## src/rtl/uart_tx_param.sv

```systemverilog
// uart_tx_param -- parametrised UART transmitter.
//
// Serialises one DATA_BITS word per frame onto txd: start bit (0), data bits
// LSB first, optional parity bit, then STOP_BITS stop bits (1). Words are
// taken through a valid/ready handshake, and new frames are accepted only
// while connection_status is high. A frame already in flight always runs to
// completion unless rst aborts it.
//
// Parameters
//   DATA_BITS     data bits per frame (5..9)
//   CLKS_PER_BIT  clk cycles per bit period (>= 2)
//   PARITY        0 = none, 1 = odd, 2 = even
//   STOP_BITS     1 or 2
//
// Ports
//   clk                in   system clock, rising edge
//   rst                in   synchronous active-high reset
//   connection_status  in   1 = link up, frames may be accepted
//   data               in   word to send, sampled on acceptance
//   valid              in   data is valid
//   ready              out  block can accept a word this cycle (combinational)
//   txd                out  serial line, idle high (registered)
//   busy               out  frame in progress (registered)
module uart_tx_param #(
  parameter int unsigned DATA_BITS    = 8,
  parameter int unsigned CLKS_PER_BIT = 16,
  parameter int unsigned PARITY       = 0,
  parameter int unsigned STOP_BITS    = 1
) (
  input  logic                 clk,
  input  logic                 rst,
  input  logic                 connection_status,
  input  logic [DATA_BITS-1:0] data,
  input  logic                 valid,
  output logic                 ready,
  output logic                 txd,
  output logic                 busy
);

  localparam int unsigned TW = $clog2(CLKS_PER_BIT);
  localparam int unsigned IW = $clog2(DATA_BITS);

  localparam logic [TW-1:0] TIMER_LAST = TW'(CLKS_PER_BIT - 1);
  // The final cycle of the last stop bit is spent in IDLE (txd is 1 there
  // anyway), so a waiting word can be accepted on the edge that ends the
  // frame and the next start bit follows with no gap.
  localparam logic [TW-1:0] TIMER_HAND = TW'(CLKS_PER_BIT - 2);
  localparam logic [IW-1:0] IDX_LAST   = IW'(DATA_BITS - 1);
  localparam logic          STOP_LAST  = 1'(STOP_BITS - 1);

  typedef enum logic [2:0] {
    IDLE,
    START,
    DATA,
    PAR,
    STOP
  } state_e;

  state_e               state_q, state_d;
  logic [TW-1:0]        timer_q, timer_d;
  logic [IW-1:0]        idx_q, idx_d;
  logic [DATA_BITS-1:0] shreg_q, shreg_d;
  logic                 par_q, par_d;
  logic                 stop_q, stop_d;
  logic                 txd_q, txd_d;
  logic                 busy_q, busy_d;

  logic bit_end;
  logic accept;

  assign bit_end = (timer_q == TIMER_LAST);
  assign ready   = (state_q == IDLE) && connection_status && !rst;
  assign accept  = valid && ready;
  assign txd     = txd_q;
  assign busy    = busy_q;

  // NOTE: every _d gets a default before the case so no path leaves a
  // signal unassigned; that is what keeps this block free of latches.
  always_comb begin
    state_d = state_q;
    timer_d = bit_end ? '0 : timer_q + 1'b1;
    idx_d   = idx_q;
    shreg_d = shreg_q;
    par_d   = par_q;
    stop_d  = stop_q;
    txd_d   = txd_q;
    busy_d  = busy_q;

    unique case (state_q)
      IDLE: begin
        timer_d = '0;
        txd_d   = 1'b1;
        busy_d  = 1'b0;
        if (accept) begin
          state_d = START;
          shreg_d = data;
          par_d   = (PARITY == 1) ? ~^data : ^data;
          idx_d   = '0;
          stop_d  = 1'b0;
          txd_d   = 1'b0;
          busy_d  = 1'b1;
        end
      end

      START: begin
        if (bit_end) begin
          state_d = DATA;
          txd_d   = shreg_q[0];
        end
      end

      DATA: begin
        if (bit_end) begin
          if (idx_q == IDX_LAST) begin
            if (PARITY != 0) begin
              state_d = PAR;
              txd_d   = par_q;
            end else begin
              state_d = STOP;
              txd_d   = 1'b1;
            end
          end else begin
            idx_d   = idx_q + 1'b1;
            shreg_d = shreg_q >> 1;
            txd_d   = shreg_q[1];
          end
        end
      end

      PAR: begin
        if (bit_end) begin
          state_d = STOP;
          txd_d   = 1'b1;
        end
      end

      STOP: begin
        txd_d = 1'b1;
        if (stop_q == STOP_LAST && timer_q == TIMER_HAND) begin
          // busy stays high through the handover cycle spent in IDLE.
          state_d = IDLE;
          timer_d = '0;
        end else if (bit_end) begin
          stop_d = 1'b1;
        end
      end

      default: begin
        state_d = IDLE;
        txd_d   = 1'b1;
        busy_d  = 1'b0;
      end
    endcase
  end

  // NOTE: sequential state uses non-blocking assignments so every register
  // samples the pre-edge values of the others, whatever the statement order.
  always_ff @(posedge clk) begin
    if (rst) begin
      state_q <= IDLE;
      timer_q <= '0;
      idx_q   <= '0;
      shreg_q <= '0;
      par_q   <= 1'b0;
      stop_q  <= 1'b0;
      txd_q   <= 1'b1;
      busy_q  <= 1'b0;
    end else begin
      state_q <= state_d;
      timer_q <= timer_d;
      idx_q   <= idx_d;
      shreg_q <= shreg_d;
      par_q   <= par_d;
      stop_q  <= stop_d;
      txd_q   <= txd_d;
      busy_q  <= busy_d;
    end
  end

endmodule

```

## config.mk

```make
export PLATFORM = sky130hd
export DESIGN_NAME = uart_tx_param
export DESIGN_NICKNAME = d
export VERILOG_FILES = /design/src/rtl/uart_tx_param.sv
export SDC_FILE = /design/constraint.sdc
export NUM_CORES = 1
export LEC_CHECK = 0
export CAP_MARGIN = 20
export CORE_MARGIN = 3
export CORE_UTILIZATION = 39
export DETAILED_ROUTE_END_ITERATION = 8
export HOLD_SLACK_MARGIN = 0.03
export PLACE_DENSITY = 0.6
export SLEW_MARGIN = 10
export SYNTH_ARGS = -nofsm -noshare
export SYNTH_HDL_FRONTEND = slang
export SYNTH_SLANG_ARGS = --single-unit
```

## constraint.sdc

```tcl
create_clock -name clk -period 3.3 [get_ports clk]
set_clock_uncertainty 0.15 [all_clocks]
set_input_delay 0.66 -clock clk [delete_from_list [all_inputs] [get_ports clk]]
set_output_delay 0.66 -clock clk [all_outputs]
set_load 0.1 [all_outputs]
```

==> impl_metrics.ini <==
[finish]
register_area_um2 = 420
final_common_cell = dfxtp_1
syn_to_final_growth_pct = 14.6
final_cell_mix = dfxtp_1, nor3_1, clkdlybuf4s50_1
multiInputGateArea_um2 = 576
drive_gt1_share_pct = 12.3
diodes = 0
fillers = 262
final_nets = 147

[synthesis]
ys.warnings.count = 0
async_flop_share_pct = 0
synthCells = 121
synth_cell_types = 37
netlist_area_mm2 = 0.00110
synth.ff_latch_count = 21
syn_nets = 137
synth_edf_count = 0
synth_top_flop_cell = dfxtp_1
syn_avg_cell_area_um2 = 9.07
seq_area_frac_synth_pct = 38.3

[grt]
grt_first_pass_wirelength_mm = 4.05
grt.total_usage_pct = 15.1
grt_start_max_net_pins = 19
antenna_found_initial = 0
grt_pass1_vias = 910
overflow = 0

[clock_network]
holdBufCountCts = 0
cts_resized = 0
htreeDepth = 1
clock-root-buffer = clkbuf_4
clock_sinks = 21
cts_buffers = 3
clkTransAtPathRegs_ns = 0.12
cts_setup_buffers = 0
cts_tree = done
cts_buffer_depth = 2
clk_latency_ns = 0.31

[critical_path]
critPathLaunchType = primary input
critPathKind = primary input to output pin
r2r-start = idx_q[0]$_SDFFE_PP0P_
path_max_fanout = 7
cp-end-kind = output pin
rr_worst_depth = 5
required_ns = 2.49
r2r-end = shreg_q[4]$_SDFFE_PP0P_
crit_arrival_ns = 1.83
startpoint = rst
rrSetupSlack_ns = 0.87

[detailed_routing]
wl_per_cell_um = 14.3
drt_iter0_markers = 20
antenna_left = 0
drt_wl_total_mm = 2.29
routed-via-count = 901
drt-pass1-iter-count = 4
drc = 0
vias_per_cell = 5.63

[floorplanning]
die_w_um = 59.0
dieArea_mm2 = 0.00349
rows = 18
design.core.area_mm2 = 0.00257
die_y_um = 59.0
pin_count = 15
start_util_pct = 42.7

[power_and_ir_drop]
switchingPower_w = 0.000126
p_int_w = 0.000339
p_leak_nw = 0.422
swShare_pct = 27.1
vdd_drop_max_mv = 0.279
power_frac_clock_pct = 27.3
pwr-share-seq_pct = 57.7
powerDensity_mw_per_mm2 = 370
p_comb_share_pct = 15.0

[status]
outcome = complete, no violations

[worst_hold_path]
hp-class = flip-flop to flip-flop
hp-start = stop_q$_SDFFE_PP0P_
whs_path_depth = 2
whs_endpoint = stop_q$_SDFFE_PP0P_

[timing]
maxSlewHeadroom_pct = 61.2
timing.final.crit_period_ns = 2.64
period_share_pct = 80.0
worstMarginPinSlew_ns = 0.582
grt_setup_unrepaired = no
finalMaxSlewViolations = 0
final.setup.tns_ns = 0
fmax_mhz = 379
finalSetupViolCount = 0
finalHoldViolCount = 0
whs_ns = 0.323

[place]
dp_hpwl_mm = 1.61
portBuffers = 14
place.gp.congestion = 0.758

[run]
maxCapViolations = 0
==> area by class of cell <==
class	count	area share, %
clock buffer	4	2.09
inverter	10	2.99
multi-input combinational	79	45.8
sequential	21	33.4
tap	30	2.99
timing repair buffer	16	12.7
==> state kept, by name (all words and copies together) (netlist names) <==
register and count:
shreg_q 8, timer_q 4, idx_q 3, state_q 3
busy 1, stop_q 1, txd 1
==> through the flow <==
| stage | utilization [%] | worst slack, ns | area (µm²) | instances | power [W] |
|---|---|---|---|---|---|
| after floorplan | - | 0.883 | 1100 | 121 | 0.000317 |
| after detailed placement | 48.0 | 0.676 | 1230 | 156 | 0.000344 |
| final | 49.0 | 0.659 | 1260 | 160 | 0.000465 |
| after global routing | 49.0 | 0.573 | 1260 | 160 | 0.000486 |
| after CTS | 49.0 | 0.657 | 1260 | 160 | 0.000470 |
| after global placement | 48.0 | 0.656 | 1230 | 156 | 0.000343 |
==> per-layer routing <==
metal	part of all wire (%)	global-route usage [%]	wire, µm	vias to the layer above
met1	54	21.2	1240	416
li1	-	-	-	464
met4	0.92	3.88	21	0
met5	0	0	0	-
met2	40	22.4	914	19
met3	5.4	4.58	123	2
==> synth_stat cells, drive strengths merged (2+ instances only) <==
| master | number | area [µm²] |
|---|---|---|
| nor2 | 3 | 11.3 |
| ha | 4 | 50.1 |
| o221ai | 2 | 17.5 |
| clkbuf | 8 | 30.0 |
| nand2 | 4 | 15.0 |
| nand3 | 6 | 30.0 |
| inv | 10 | 37.5 |
| nor4 | 2 | 12.5 |
| buf | 3 | 33.8 |
| a21oi | 7 | 35.0 |
| mux2i | 2 | 20.0 |
| nor3 | 17 | 85.1 |
| dfxtp | 21 | 420 |
| o21ai | 3 | 15.0 |
| or3 | 2 | 12.5 |
| a2111oi | 8 | 114 |
==> critical path, stage by stage <==
cell and delay, ns:
clkdlybuf4s50_1 0.49, inv_1 0.21, and4_1 0.28, buf_12 0.18
==> power by group through the flow <==
stage,clock network (W),registers [W],logic [W]
4_1_cts,0.000132,0.000268,0.0000704
3_3_place_gp,0,0.000274,0.0000692
6_report,0.000127,0.000268,0.0000699
5_1_grt,0.000141,0.000270,0.0000751
3_5_place_dp,0,0.000274,0.0000700
2_1_floorplan,0,0.000280,0.0000367
==> how the worst max path moves through the flow <==
stage / to / slack, ns / cells past startpoint
2_1_floorplan: ready / 0.88 / 2
3_3_place_gp: ready / 0.66 / 4
3_5_place_dp: shreg_q[4]$_SDFFE_PP0P_ / 0.68 / 4
4_1_cts: ready / 0.66 / 4
5_1_grt: ready / 0.57 / 4
6_report: ready / 0.66 / 4
==> cells by family after synthesis <==
group / synth area share (%)
buffers and inverters: 9.24
muxes: 1.82
adders and majority gates: 4.56
and+or+nand+nor: 23.5
AOI/OAI and AO/OA: 21.0
DFF: 38.3
xor gates and xnor gates: 1.60
Note: power is estimated with default switching activity, not from simulation.
